--- config.mk ---
export PLATFORM = sky130hd
export DESIGN_NAME = scan_sequencer
export DESIGN_NICKNAME = d
export VERILOG_FILES = /design/src/rtl/scan_seq_pkg.sv /design/src/rtl/scan_next_idx.sv /design/src/rtl/scan_sequencer.sv
export SDC_FILE = /design/constraint.sdc
export NUM_CORES = 1
export LEC_CHECK = 0
export BUFFER_PORTS_ARGS = -buffer_cell sky130_fd_sc_hd__buf_4
export CELL_PAD_IN_SITES_DETAIL_PLACEMENT = 0
export CELL_PAD_IN_SITES_GLOBAL_PLACEMENT = 1
export CORE_MARGIN = 8
export CORE_UTILIZATION = 39
export DETAILED_ROUTE_END_ITERATION = 6
export GPL_TIMING_DRIVEN = 0
export PLACE_DENSITY_LB_ADDON = 0.1
export SKIP_LAST_GASP = 1
export SYNTH_ARGS = -nofsm -noshare
export SYNTH_HDL_FRONTEND = slang
export SYNTH_HIERARCHICAL = 1
export SYNTH_SLANG_ARGS = --single-unit
--- constraint.sdc ---
create_clock -name clk -period 1.95 [get_ports clk]
set_input_delay 0.0975 -clock clk [delete_from_list [all_inputs] [get_ports clk]]
set_output_delay 0.0975 -clock clk [all_outputs]
set_load 0.05 [all_outputs]
--- src/rtl/scan_seq_pkg.sv ---
// Shared types and constants for the scan sequencer and its index helper.
package scan_seq_pkg;

  localparam int unsigned IDX_W     = 3;
  localparam int unsigned NUM_LINES = 8;
  localparam logic [IDX_W-1:0] SEL_RESET = 3'b000;

  typedef enum logic {StIdle, StDwell} state_e;

  // Index of the lowest set bit; SEL_RESET when the mask is empty.
  function automatic logic [IDX_W-1:0] lowest_set(input logic [NUM_LINES-1:0] mask);
    lowest_set = SEL_RESET;
    for (int i = NUM_LINES - 1; i >= 0; i--) begin
      if (mask[i]) lowest_set = IDX_W'(i);
    end
  endfunction

endpackage

--- src/rtl/scan_next_idx.sv ---
// Combinational lookup of the next enabled line above idx and the lowest enabled line.
module scan_next_idx
  import scan_seq_pkg::*;
(
  input  logic [NUM_LINES-1:0] mask_q,
  input  logic [IDX_W-1:0]     idx,
  output logic [IDX_W-1:0]     next_hi_idx,
  output logic                 has_hi,
  output logic [IDX_W-1:0]     lowest_idx
);

  always_comb begin
    has_hi      = 1'b0;
    next_hi_idx = idx;
    // Descending scan so the last hit is the nearest enabled line above idx.
    for (int i = NUM_LINES - 1; i >= 0; i--) begin
      if (mask_q[i] && (i > int'(idx))) begin
        has_hi      = 1'b1;
        next_hi_idx = IDX_W'(i);
      end
    end
  end

  assign lowest_idx = lowest_set(mask_q);

endmodule

--- src/rtl/scan_sequencer.sv ---
// Walks the 3-bit decoder select across enabled lines with a programmable dwell.
// Optional pass counter output enabled by defining SCAN_SEQ_PASS_CNT_EN.
module scan_sequencer #(
  parameter int unsigned DWELL_W   = 8,
  parameter int unsigned NUM_LINES = 8
) (
  input  logic               clk,
  input  logic               rst,
  input  logic               start,
  input  logic               stop,
  input  logic               mode,
  input  logic [DWELL_W-1:0] dwell,
  input  logic [NUM_LINES-1:0] line_mask,
  output logic               sel_a,
  output logic               sel_b,
  output logic               sel_c,
  output logic               valid,
  output logic               busy,
  output logic               wrap,
`ifdef SCAN_SEQ_PASS_CNT_EN
  output logic [7:0]         pass_cnt,
`endif
  output logic               done
);

  import scan_seq_pkg::*;

  state_e               state_q, state_d;
  logic [IDX_W-1:0]     idx_q, idx_d;
  logic [DWELL_W-1:0]   dwell_q, dwell_d;
  logic [DWELL_W-1:0]   cnt_q, cnt_d;
  logic [NUM_LINES-1:0] mask_q, mask_d;
  logic                 valid_q, valid_d;
  logic                 busy_q, busy_d;
  logic                 wrap_q, wrap_d;
  logic                 done_q, done_d;

  logic [IDX_W-1:0]     next_hi_idx, lowest_idx;
  logic                 has_hi;
  logic                 accept;
  logic [DWELL_W-1:0]   reload, start_reload;

  scan_next_idx u_next_idx (
    .mask_q      (mask_q),
    .idx         (idx_q),
    .next_hi_idx (next_hi_idx),
    .has_hi      (has_hi),
    .lowest_idx  (lowest_idx)
  );

  // A dwell of zero behaves as one cycle per line.
  assign reload       = (dwell_q == '0) ? '0 : dwell_q - DWELL_W'(1);
  assign start_reload = (dwell == '0) ? '0 : dwell - DWELL_W'(1);
  assign accept       = (state_q == StIdle) && start && !stop && (|line_mask);

  always_comb begin
    state_d = state_q;
    idx_d   = idx_q;
    dwell_d = dwell_q;
    cnt_d   = cnt_q;
    mask_d  = mask_q;
    valid_d = valid_q;
    busy_d  = busy_q;
    wrap_d  = 1'b0;
    done_d  = 1'b0;
    if (stop) begin
      state_d = StIdle;
      valid_d = 1'b0;
      busy_d  = 1'b0;
    end else begin
      unique case (state_q)
        StIdle: begin
          if (accept) begin
            state_d = StDwell;
            mask_d  = line_mask;
            dwell_d = dwell;
            idx_d   = lowest_set(line_mask);
            cnt_d   = start_reload;
            valid_d = 1'b1;
            busy_d  = 1'b1;
          end
        end
        StDwell: begin
          if (cnt_q != '0) begin
            cnt_d = cnt_q - DWELL_W'(1);
          end else if (has_hi) begin
            idx_d = next_hi_idx;
            cnt_d = reload;
          end else begin
            wrap_d = 1'b1;
            if (mode) begin
              idx_d = lowest_idx;
              cnt_d = reload;
            end else begin
              state_d = StIdle;
              done_d  = 1'b1;
              valid_d = 1'b0;
              busy_d  = 1'b0;
            end
          end
        end
        default: state_d = StIdle;
      endcase
    end
  end

  always_ff @(posedge clk) begin
    if (rst) begin
      state_q <= StIdle;
      idx_q   <= SEL_RESET;
      dwell_q <= '0;
      cnt_q   <= '0;
      mask_q  <= '0;
      valid_q <= 1'b0;
      busy_q  <= 1'b0;
      wrap_q  <= 1'b0;
      done_q  <= 1'b0;
    end else begin
      state_q <= state_d;
      idx_q   <= idx_d;
      dwell_q <= dwell_d;
      cnt_q   <= cnt_d;
      mask_q  <= mask_d;
      valid_q <= valid_d;
      busy_q  <= busy_d;
      wrap_q  <= wrap_d;
      done_q  <= done_d;
    end
  end

  assign {sel_a, sel_b, sel_c} = idx_q;
  assign valid = valid_q;
  assign busy  = busy_q;
  assign wrap  = wrap_q;
  assign done  = done_q;

`ifdef SCAN_SEQ_PASS_CNT_EN
  logic [7:0] pass_cnt_q;

  always_ff @(posedge clk) begin
    if (rst || accept) begin
      pass_cnt_q <= '0;
    end else if (wrap_d && (pass_cnt_q != 8'hFF)) begin
      pass_cnt_q <= pass_cnt_q + 8'd1;
    end
  end

  assign pass_cnt = pass_cnt_q;
`endif

endmodule

### Word level (Yosys, flattened, before mapping)

Cells that the tools add are included.

* add/sub/neg operators: 3
* $lt $le $gt $ge: 7
* equality and inequality tests: 7
* mux-type cells: 54
* bitwise logic cells: 2
* reduce and logical (&&, ||, !) cells: 22

Operators by type and width (count)
* $mux W3: 27
* $mux W8: 6
* $sub A8 B1 Y8 const B: 3
* $mux W1: 17
* $logic_not A8 Y1: 2
* $pmux W8 S2: 1
* $gt A3 B3 Y1 const A: 4
* $logic_and A1 B1 Y1: 10
* $ne A9 B2 Y1 const B: 1
* $ne A2 B2 Y1 const B: 4
* $reduce_bool A8 Y1: 1
* $reduce_or A8 Y1: 1
* $gt A2 B3 Y1 const A: 2
* $pmux W3 S2: 1
* $reduce_and A3 Y1: 2
* $reduce_and A5 Y1: 1
* $reduce_or A5 Y1: 1
* $ne A4 B2 Y1 const B: 1
* $pmux W1 S2: 2
* $reduce_and A4 Y1: 1
* $reduce_or A4 Y1: 1
* $gt A1 B3 Y1 const A: 1
* $ne A3 B2 Y1 const B: 1
* $not A1 Y1: 2
* 2 further kinds: 2

* register bits after elaboration: 31
* input bits: 21
* output and inout bits: 7
* logic and storage cells: 103

### Longest topological paths before layout

Gate-level depths: netlist of the first run.

* word-level depth: 12
* gate-level depth with buffers: 12
* depth with buffers taken out: 10

### Hierarchy

The synthesis of the first run kept the hierarchy.

By module, submodules not included
* scan_sequencer: instances 1, cells an instance 222, area each 1878.1 µm², sequential area each 620.6 µm²
* scan_next_idx: instances 1, cells an instance 44, area each 270.3 µm², sequential area each 0.0 µm²

### Least setup slack after synthesis of the first run

OpenSTA, ideal clock, no wires.

* path kind: register to register
* from: register idx_q[1]
* to: register cnt_q[5]
* library setup time: 0.117 ns
* data arrival time: 2.368 ns
* required time: 1.833 ns
* path slack: -0.535 ns
* cell stages (with the launch flop): 13
* buffers on the path: 2
* clock period less this slack: 2.485 ns
* path through: dfxtp_1 > buf_6 > nand2_4 > a21oi_1 > o221ai_1 > o21bai_1 > nor3b_1 > nand3_1 > and2_1 > buf_6 > nand2_4 > inv_1 > a32o_2

* cells in the longest elaborated chain, start to end: 12
* elaborated cells between the ends (all ways): 26
* those cells by class: order compare (7); eq/ne (1); mux (10); reduce/logical (8)

Ends and longest elaborated chain
* from (decl): RTL line scan_sequencer.sv:29 `logic [IDX_W-1:0] idx_q, idx_d;`
* from (signal assigned): RTL line scan_sequencer.sv:120 `idx_q <= idx_d;`
* $gt A3 B3 Y1: RTL line scan_next_idx.sv:17 `if (mask_q[i] && (i > int'(idx))) begin`
* $logic_and A1 B1 Y1: RTL line scan_next_idx.sv:17
* $mux W1 (6 in series): RTL line scan_next_idx.sv:17
* $mux W1 *: RTL line scan_next_idx.sv:17
* net has_hi: RTL line scan_sequencer.sv:39 `logic has_hi;`
* $mux W8: RTL line scan_sequencer.sv:86 `end else if (has_hi) begin`
* $mux W8: RTL line scan_sequencer.sv:84 `if (cnt_q != '0) begin`
* $pmux W8 S2: RTL line scan_sequencer.sv:71 `unique case (state_q)`
* to (signal assigned): RTL line scan_sequencer.sv:122 `cnt_q <= cnt_d;`
* to (decl): RTL line scan_sequencer.sv:31 `logic [DWELL_W-1:0] cnt_q, cnt_d;`

Mark *: on every way through the listed nets, which the timed path passes. The rest lies on a longest branch.
A chain may end at the register's enable or synchronous reset.

### Worst setup path after layout of the first run

Same ends and word-level chain as after synthesis.

==> flow_summary.rst, run 1 <==
.. list-table::
   :header-rows: 1

   * - Metric
     - Value
   * - Buffers on Ports
     - 25
   * - CORE AREA
     - 5410 µm²
   * - Number of design rule violations left after detail routing
     - 0
   * - Number of I/O pins
     - 28
   * - Main synth FF type
     - sky130_fd_sc_hd__dfxtp_1
   * - Number of detailed-route iterations in the first pass
     - 4
   * - Most common library cell in the layout ignoring fill and taps
     - sky130_fd_sc_hd__buf_4
   * - Number of nets with antenna violations after detailed routing
     - 0
   * - Number of global-route vias before repair
     - 2048
   * - Start-to-end type of the worst setup path
     - flip-flop to flip-flop
   * - Most frequent cell on the critical path
     - sky130_fd_sc_hd__nand2_4
   * - TritonCTS Sinks
     - 31
   * - Wire length of the first global-routing pass
     - 9850 µm
   * - Result of the run
     - completed
   * - Power share of the combinational group
     - 30.6%
   * - Cell Pwr Density
     - 667 nW/µm²
   * - Fraction of final layout cells with drive strength greater than 1
     - 31.0%
   * - Sequential power share
     - 38.5%
   * - Sum of internal, switching and leakage power
     - 1.86 mW
   * - Sequential area share after synthesis
     - 28.9%
   * - Unrepaired setup endpoints after global routing
     - true
   * - CTS tree
     - done
   * - Initial Utilization
     - 39.7%
   * - Initial DRC Count
     - 58
   * - Initial antenna violation count
     - 0
   * - Nature of the critical path startpoint
     - flip-flop
   * - Via density per instance
     - 5.31
   * - # fillers
     - 539
   * - Maximum count of clock buffers along a single path
     - 2
   * - Slowest-stage cell, CP
     - sky130_fd_sc_hd__dfxtp_4
   * - # H-tree levels
     - 2
   * - Worst Path Max Fanout
     - 8
   * - Class of the tightest hold or removal check
     - input port to flip-flop
   * - Routability-driven placement congestion ratio
     - 0.861
   * - Number of nets produced by synthesis
     - 293
   * - Pins over their slew limit
     - 0
   * - Clock buffers created by TritonCTS
     - 5
   * - Clock Tree Root
     - sky130_fd_sc_hd__clkbuf_8
   * - Sum of routed wire length over all layers
     - 6000 µm
   * - Count of vias placed by the detailed router
     - 2078
   * - Critical Path Sink Type
     - flip-flop
   * - Critical Path RT
     - 2.13 ns
   * - Cell Area, Synth
     - 2150 µm²
   * - Clock transition at the registers of the reported paths
     - 0.07 ns
   * - Worst-Skew Late Latency
     - 0.28 ns
   * - Number of flops mapped to enable cells by yosys
     - 0
   * - Number of warnings issued by yosys
     - 6
   * - Data arrival time of the worst path
     - 2.09 ns
   * - Hold slack final
     - 0.0641 ns
   * - Static power due to leakage
     - 1.17 nW
   * - Relative slew slack
     - 45.4%
   * - Die Outline Area
     - 8140 µm²
   * - Row cnt
     - 27
   * - Count of maximum capacitance violations
     - 0
   * - Internal Power
     - 1.27 mW
   * - Reported net switching power
     - 591 µW
   * - NumNets Final
     - 345
   * - Slew @ Worst Pin
     - 0.812 ns
   * - Horizontal die dimension
     - 90.2 µm
   * - DP Wirelength
     - 4530 µm
   * - Avg Synthesized Cell Area
     - 8.08 µm²
   * - Switching power share of the total
     - 31.8%
   * - Antenna diodes
     - 0
   * - Chain of cells forming the critical path
     - buf_6 -> nand2_4 -> a21oi_2 -> o221ai_2 -> o21bai_4 -> nor3b_2 -> nand3_2 -> and2_4 -> nand2_4 -> inv_2 -> a32o_2
   * - Synth async-reset ratio
     - 0%
   * - Largest net degree at the start of global routing
     - 11
   * - Yosys reg bits
     - 31
   * - Combined area of the multi-input logic cells
     - 1480 µm²
   * - Floorplan die height
     - 90.2 µm
   * - Most frequent cells in the layout
     - 45 x sky130_fd_sc_hd__buf_4, 30 x sky130_fd_sc_hd__nor2_1, 27 x sky130_fd_sc_hd__dfxtp_1, 21 x sky130_fd_sc_hd__nand2_1, 18 x sky130_fd_sc_hd__a21oi_1
   * - Period Utilization, post-route
     - 98.2%
   * - Post-route clock skew
     - 0.00621 ns
   * - Total congestion overflow after global routing
     - 0
   * - Count of different cell masters after synthesis
     - 60
   * - Clk pwr share
     - 30.9%
   * - Hold violation total from the final report
     - 0
   * - Final setup violation count
     - 0
   * - Max frequency
     - 522 MHz
   * - Storage element area
     - 636 µm²
   * - Min Tclk post-route
     - 1.91 ns
   * - Avg WL per Cell
     - 15.3 µm
   * - Total GRT Usage
     - 14.7%
   * - Synthesized netlist cell count
     - 266
   * - Biggest cell delay along the critical path
     - 0.36 ns
   * - Signed area change from the synthesized netlist to the final layout
     - 29.8%
   * - Peak VDD IR
     - 0.348 mV
## through the flow
| stage | util (%) | TNS (ns) | worst slack, ns | instances | instance area, µm² |
|---|---|---|---|---|---|
| 3_3_place_gp | 45.6 | -0.715 | -0.145 | 363 | 2470 |
| 6_report | 51.6 | 0 | 0.0360 | 391 | 2790 |
| 4_1_cts | 49.7 | -0.0180 | -0.0180 | 383 | 2690 |
| 3_5_place_dp | 45.6 | -0.525 | -0.151 | 363 | 2470 |
| 2_1_floorplan | - | -0.120 | -0.0856 | 266 | 2190 |
| 5_1_grt | 51.6 | -0.122 | -0.0353 | 391 | 2790 |
## cells in the mapped netlist (2+ instances only)
master | n | area share, %
sky130_fd_sc_hd__a31oi_1 | 2 | 0.58
sky130_fd_sc_hd__nand2_1 | 22 | 3.8
sky130_fd_sc_hd__a21oi_1 | 19 | 4.4
sky130_fd_sc_hd__mux2i_1 | 13 | 6.1
sky130_fd_sc_hd__nor4_1 | 3 | 0.87
sky130_fd_sc_hd__nor3b_2 | 2 | 1.2
sky130_fd_sc_hd__nand2b_1 | 3 | 0.87
sky130_fd_sc_hd__xnor2_1 | 9 | 3.7
sky130_fd_sc_hd__nor2b_1 | 3 | 0.87
sky130_fd_sc_hd__a21o_1 | 3 | 1.0
sky130_fd_sc_hd__or3_1 | 4 | 1.2
sky130_fd_sc_hd__inv_1 | 14 | 2.4
sky130_fd_sc_hd__buf_4 | 2 | 0.70
sky130_fd_sc_hd__o22ai_1 | 5 | 1.5
sky130_fd_sc_hd__buf_2 | 3 | 0.70
sky130_fd_sc_hd__nor3_1 | 6 | 1.4
sky130_fd_sc_hd__a211oi_1 | 8 | 2.8
sky130_fd_sc_hd__nor2_1 | 31 | 5.4
sky130_fd_sc_hd__or3b_2 | 2 | 0.82
sky130_fd_sc_hd__nand2_4 | 2 | 1.0
sky130_fd_sc_hd__o21ai_1 | 2 | 0.47
sky130_fd_sc_hd__ha_1 | 6 | 3.5
sky130_fd_sc_hd__xor2_1 | 2 | 0.82
sky130_fd_sc_hd__dfxtp_1 | 31 | 29
sky130_fd_sc_hd__buf_6 | 3 | 1.6
sky130_fd_sc_hd__nor3b_1 | 4 | 1.4
sky130_fd_sc_hd__mux2_2 | 2 | 1.0
sky130_fd_sc_hd__o21bai_1 | 3 | 1.0
sky130_fd_sc_hd__and3_1 | 2 | 0.58
sky130_fd_sc_hd__nand3_1 | 10 | 2.3
sky130_fd_sc_hd__a21boi_0 | 2 | 0.70
sky130_fd_sc_hd__o21ai_0 | 9 | 2.1
sky130_fd_sc_hd__nor4b_1 | 2 | 0.82
sky130_fd_sc_hd__o221ai_1 | 3 | 1.2
sky130_fd_sc_hd__or4_1 | 2 | 0.70
sky130_fd_sc_hd__inv_2 | 2 | 0.35
sky130_fd_sc_hd__clkbuf_1 | 2 | 0.35
## power by group through the flow
stage                     Clock (mW)  Combinational (mW)  Sequential (mW)
final                          0.574               0.570            0.716
after floorplan                    0               0.340            0.736
after detailed placement           0               0.485            0.731
after global placement             0               0.487            0.730
after global routing           0.614               0.624            0.722
after CTS                      0.595               0.526            0.717
## final timing paths
kind,from,to,slack (ns),cells after the start
hold reg to reg,busy,busy,0.48,2
hold / removal,rst,idx_q[1],0.06,2
setup / recovery,idx_q[1],cnt_q[5],0.04,11
setup reg to reg,idx_q[1],cnt_q[5],0.04,11
## state kept, by name (all words and copies together) (netlist names)
| name | cells |
|---|---|
| busy | 1 |
| cnt_q | 8 |
| done | 1 |
| dwell_q | 8 |
| idx_q | 3 |
| mask_q | 8 |
| state_q | 1 |
| wrap | 1 |
## layout make-up
class / count / share of cell area [%]
Clock buffer: 8 / 3.59
Tap cell: 72 / 3.23
Timing Repair Buffer: 46 / 12.7
Buffer: 9 / 2.29
Sequential cell: 31 / 22.8
Inverter: 16 / 2.15
Multi-Input combinational cell: 209 / 53.2
## per-layer routing
metal  track usage [%]  vias up  share of wire [%]  wire length [µm]
li1                  -     1067                  -                 -
met1              16.0      975                 42              2530
met2              27.1       27                 54              3220
met3              2.83        9                2.2               134
met4              5.96        0                1.9               114
met5                 0        -                  0                 0
## worst max-delay path, delay by kind of cell (launching register included)
kind | cells | cell delay, ns
simple gates | 5 | 0.67
compound gates | 4 | 0.63
flops | 1 | 0.36
buf+inv | 2 | 0.15
## kinds of logic (layout without fill, tap and decap cells)
group	count (synthesis)	in the layout	share of synthesized area (%)
AND/OR/NAND/NOR	107	107	27.7
AO/OA/AOI/OAI	70	70	22.2
flip-flops	31	31	28.9
buffers and inverters	26	79	6.12
multiplexers	15	15	7.11
XOR/XNOR	11	11	4.48
adder cells (fa/ha/maj)	6	6	3.49
## timing repair
action	CTS	global route
gates resized for setup	8	11
endpoints found under the setup margin	11	12
endpoints found under the hold margin	1	0
pin swaps	2	6
setup buffers	12	8
hold buffers	1	0
Power figures use the tool's default switching activity.
==> inputs of run 2 (changes only) <==
--- a/config.mk
+++ b/config.mk
@@ -6,9 +6,10 @@
 export NUM_CORES = 1
 export LEC_CHECK = 0
+export ABC_AREA = 1
 export BUFFER_PORTS_ARGS = -buffer_cell sky130_fd_sc_hd__buf_4
 export CELL_PAD_IN_SITES_DETAIL_PLACEMENT = 0
 export CELL_PAD_IN_SITES_GLOBAL_PLACEMENT = 1
 export CORE_MARGIN = 8
-export CORE_UTILIZATION = 39
+export CORE_UTILIZATION = 36
 export DETAILED_ROUTE_END_ITERATION = 6
 export GPL_TIMING_DRIVEN = 0
==> constraint.sdc (replaced) <==
create_clock -name clk -period 1.95 [get_ports clk]
set_input_delay 0.195 -clock clk [delete_from_list [all_inputs] [get_ports clk]]
set_output_delay 0.195 -clock clk [all_outputs]
set_load 0.05 [all_outputs]
==> flow_summary.rst, run 2 <==
.. list-table::
   :header-rows: 1

   * - Metric
     - Value
   * - Global routing usage on met2
     - 27.9%
   * - # fillers
     - 687
   * - Horizontal die dimension
     - 95.8 µm
   * - Peak VDD IR
     - 0.368 mV
   * - Sum of routed wire length over all layers
     - 6700 µm
   * - Largest net degree at the start of global routing
     - 11
   * - Met1 demand-to-capacity share in global routing
     - 16.9%
   * - Worst R2R Path Depth
     - 13
   * - Result of the run
     - completed
   * - Critical Path Sink Type
     - flip-flop
   * - Relative slew slack
     - 63.0%
   * - Pins over their slew limit
     - 0
   * - Via density per instance
     - 4.90
   * - Post-route clock skew
     - 0.00582 ns
   * - Floorplan die height
     - 95.8 µm
   * - Most repeated cell in the gate-level netlist after synthesis
     - sky130_fd_sc_hd__nand2_1
   * - Number of I/O pins
     - 28
   * - Synthesized netlist cell count
     - 392
   * - Class of the tightest hold or removal check
     - input port to flip-flop
   * - Period Utilization, post-route
     - 93.8%
   * - Worst Path Max Fanout
     - 6
   * - Sum of internal, switching and leakage power
     - 1.97 mW
   * - Most frequent cells in the layout
     - 104 x sky130_fd_sc_hd__nand2_1, 62 x sky130_fd_sc_hd__nor2_1, 52 x sky130_fd_sc_hd__inv_1, 37 x sky130_fd_sc_hd__buf_4, 36 x sky130_fd_sc_hd__nand3_1
   * - R2R Setup Slk
     - 0.12 ns
   * - Total congestion overflow after global routing
     - 0
   * - Count of maximum capacitance violations
     - 0
   * - Count of different cell masters after synthesis
     - 31
   * - Number of global-route vias before repair
     - 2378
   * - Static power due to leakage
     - 1.41 nW
   * - Total GRT Usage
     - 15.3%
   * - Max frequency
     - 547 MHz
   * - Fraction of final layout cells with drive strength greater than 1
     - 18.6%
   * - Nature of the critical path startpoint
     - flip-flop
   * - Min Tclk post-route
     - 1.83 ns
   * - Avg WL per Cell
     - 13.1 µm
   * - Yosys reg bits
     - 31
   * - Buffers on Ports
     - 27
   * - Cell type with the highest aggregate area in the netlist
     - sky130_fd_sc_hd__dfxtp_1
   * - Clock transition at the registers of the reported paths
     - 0.07 ns
   * - Cell Area, Synth
     - 2290 µm²
   * - Routability-driven placement congestion ratio
     - 0.834
   * - Commonest cells in the netlist
     - 107 x sky130_fd_sc_hd__nand2_1, 64 x sky130_fd_sc_hd__nor2_1, 53 x sky130_fd_sc_hd__inv_1, 37 x sky130_fd_sc_hd__nand3_1, 31 x sky130_fd_sc_hd__dfxtp_1
   * - DP Wirelength
     - 5290 µm
   * - Count of vias placed by the detailed router
     - 2507
   * - # H-tree levels
     - 2
   * - Wire length of the first global-routing pass
     - 11000 µm
   * - Destination of the critical timing path
     - cnt_q[5]
   * - Slew @ Worst Pin
     - 0.555 ns
   * - Worst-Skew Late Latency
     - 0.29 ns
   * - Met3 track demand over resource in global routing
     - 2.73%
   * - Endpoint of the lowest-slack register-to-register path
     - cnt_q[5]
   * - TritonCTS Sinks
     - 31
   * - Top Registers
     - cnt_q: 8 flops, dwell_q: 8 flops, mask_q: 8 flops
   * - Synth top area share
     - 27.1%
   * - Main synth FF type
     - sky130_fd_sc_hd__dfxtp_1
   * - Start-to-end type of the worst setup path
     - flip-flop to flip-flop
   * - Initial antenna violation count
     - 0
   * - Number of design rule violations left after detail routing
     - 0
   * - Hold slack final
     - 0.111 ns
   * - Initial DRC Count
     - 83
   * - First element of the critical path
     - idx_q[1]
   * - Number of nets produced by synthesis
     - 419
   * - Sequential area share after synthesis
     - 27.1%
   * - Number of warnings issued by yosys
     - 6
   * - Most utilized layer in the global route result
     - met2
   * - Die Outline Area
     - 9180 µm²
   * - Startpoint of the most critical hold path
     - mode
   * - Beginning of the worst register-to-register path
     - idx_q[1]
   * - Clock buffers created by TritonCTS
     - 5
   * - Antenna diodes
     - 0
   * - NumNets Final
     - 461
   * - Critical Path RT
     - 2.14 ns
   * - Hold violation total from the final report
     - 0
   * - Final non-filler cell area
     - 2820 µm²
   * - Final setup violation count
     - 0
   * - Top cells by area, synth
     - sky130_fd_sc_hd__dfxtp_1 27%, sky130_fd_sc_hd__nand2_1 18%, sky130_fd_sc_hd__nor2_1 10%, sky130_fd_sc_hd__inv_1 8.7%, sky130_fd_sc_hd__nand3_1 8.1%
   * - Most common library cell in the layout ignoring fill and taps
     - sky130_fd_sc_hd__nand2_1
   * - Signed area change from the synthesized netlist to the final layout
     - 23.0%
   * - Avg Synthesized Cell Area
     - 5.85 µm²
   * - Number of detailed-route iterations in the first pass
     - 4
   * - Number of flops mapped to enable cells by yosys
     - 0
   * - CTS tree
     - done
   * - CORE AREA
     - 6240 µm²
   * - Initial Utilization
     - 36.7%
   * - Post-place instance area
     - 2600 µm²
   * - Synth async-reset ratio
     - 0%
   * - Number of nets with antenna violations after detailed routing
     - 0
   * - Cell Pwr Density
     - 698 nW/µm²
   * - Clock Tree Root
     - sky130_fd_sc_hd__clkbuf_8
   * - Row cnt
     - 29
   * - Maximum count of clock buffers along a single path
     - 2
   * - Data arrival time of the worst path
     - 2.01 ns
-- run 2: cell count changes after synthesis, moves of 5 or more --
cell	delta
sky130_fd_sc_hd__nand3_1	+27
sky130_fd_sc_hd__xnor2_1	-9
sky130_fd_sc_hd__nand2_1	+85
sky130_fd_sc_hd__mux2i_1	-13
sky130_fd_sc_hd__nor2_2	+6
sky130_fd_sc_hd__nor2_1	+33
sky130_fd_sc_hd__o22ai_1	-5
sky130_fd_sc_hd__o21ai_0	+13
sky130_fd_sc_hd__a211oi_1	-7
sky130_fd_sc_hd__inv_1	+39
-- run 2: cells by family after synthesis --
| group | count (synthesis) | synth area share [%] |
|---|---|---|
| flip-flops | 31 | 27.1 |
| AO/OA/AOI/OAI | 55 | 13.3 |
| XOR/XNOR | 3 | 1.15 |
| adder cells (fa/ha/maj) | 6 | 3.27 |
| AND/OR/NAND/NOR | 230 | 42.9 |
| buffers and inverters | 67 | 12.3 |
-- run 2: layer usage --
layer	wire length (µm)	part of all wire [%]
met3	261	3.9
met1	2970	44
met4	163	2.4
met2	3310	49
met5	0	0
-- run 2: final cells by class --
cell class	count	area (µm²)	share of cell area [%]
clock inverters	2	35.0	1.24
plain buffers	8	56.3	2.00
clock buffers	6	82.6	2.93
repair buffers	35	260	9.23
multi-input cells	294	1430	50.8
well taps	77	96.3	3.42
inverters	59	226	8.03
flip-flops and latches	31	632	22.4
-- run 2: metrics by stage --
step / util [%] / setup slack, ns / setup TNS, ns / cells
6_report: 45.2 / 0.122 / 0 / 512
5_1_grt: 45.2 / -0.0333 / -0.0973 / 512
4_1_cts: 43.7 / 0.0309 / 0 / 505
3_5_place_dp: 41.6 / -0.0491 / -0.217 / 496
3_3_place_gp: 41.6 / -0.0484 / -0.228 / 496
2_1_floorplan: - / 0.130 / 0 / 392
-- run 2: what timing repair did --
item / in CTS / in global routing
hold buffers: 0 / 0
gates resized for setup: 1 / 15
setup endpoints to repair: 5 / 10
pin swaps: 0 / 10
cloned: 0 / 1
hold endpoints to repair: 0 / 0
setup buffers: 1 / 6
-- run 2: worst min-delay path by stage --
| stage | cells past startpoint | end | slack [ns] |
|---|---|---|---|
| CTS | 2 | done | 0.09 |
| global placement | 2 | done | 0.40 |
| global route | 2 | done | 0.12 |
| finish | 2 | done | 0.11 |
| floorplan | 1 | done | 0.27 |
| detailed placement | 2 | done | 0.40 |
-- run 2: power breakdown --
part / internal [mW] / leakage, nW / total (mW) / switching (mW)
combinational: 0.218 / 1.09 / 0.578 / 0.360
clock: 0.414 / 0.0612 / 0.676 / 0.262
sequential: 0.673 / 0.257 / 0.715 / 0.0417
-- run 2: critical path, stage by stage, from the launching register on --
cell and delay [ns]:
sky130_fd_sc_hd__dfxtp_4 0.37, sky130_fd_sc_hd__nor2_1 0.16, sky130_fd_sc_hd__nand2_1 0.08, sky130_fd_sc_hd__nor2_2 0.14
sky130_fd_sc_hd__nor2_2 0.05, sky130_fd_sc_hd__nand4_1 0.20, sky130_fd_sc_hd__buf_4 0.19, sky130_fd_sc_hd__inv_1 0.04
sky130_fd_sc_hd__nand3_1 0.07, sky130_fd_sc_hd__nand2_1 0.06, sky130_fd_sc_hd__inv_1 0.11, sky130_fd_sc_hd__nand3_1 0.08
sky130_fd_sc_hd__nor2_1 0.12, sky130_fd_sc_hd__nor2_1 0.05
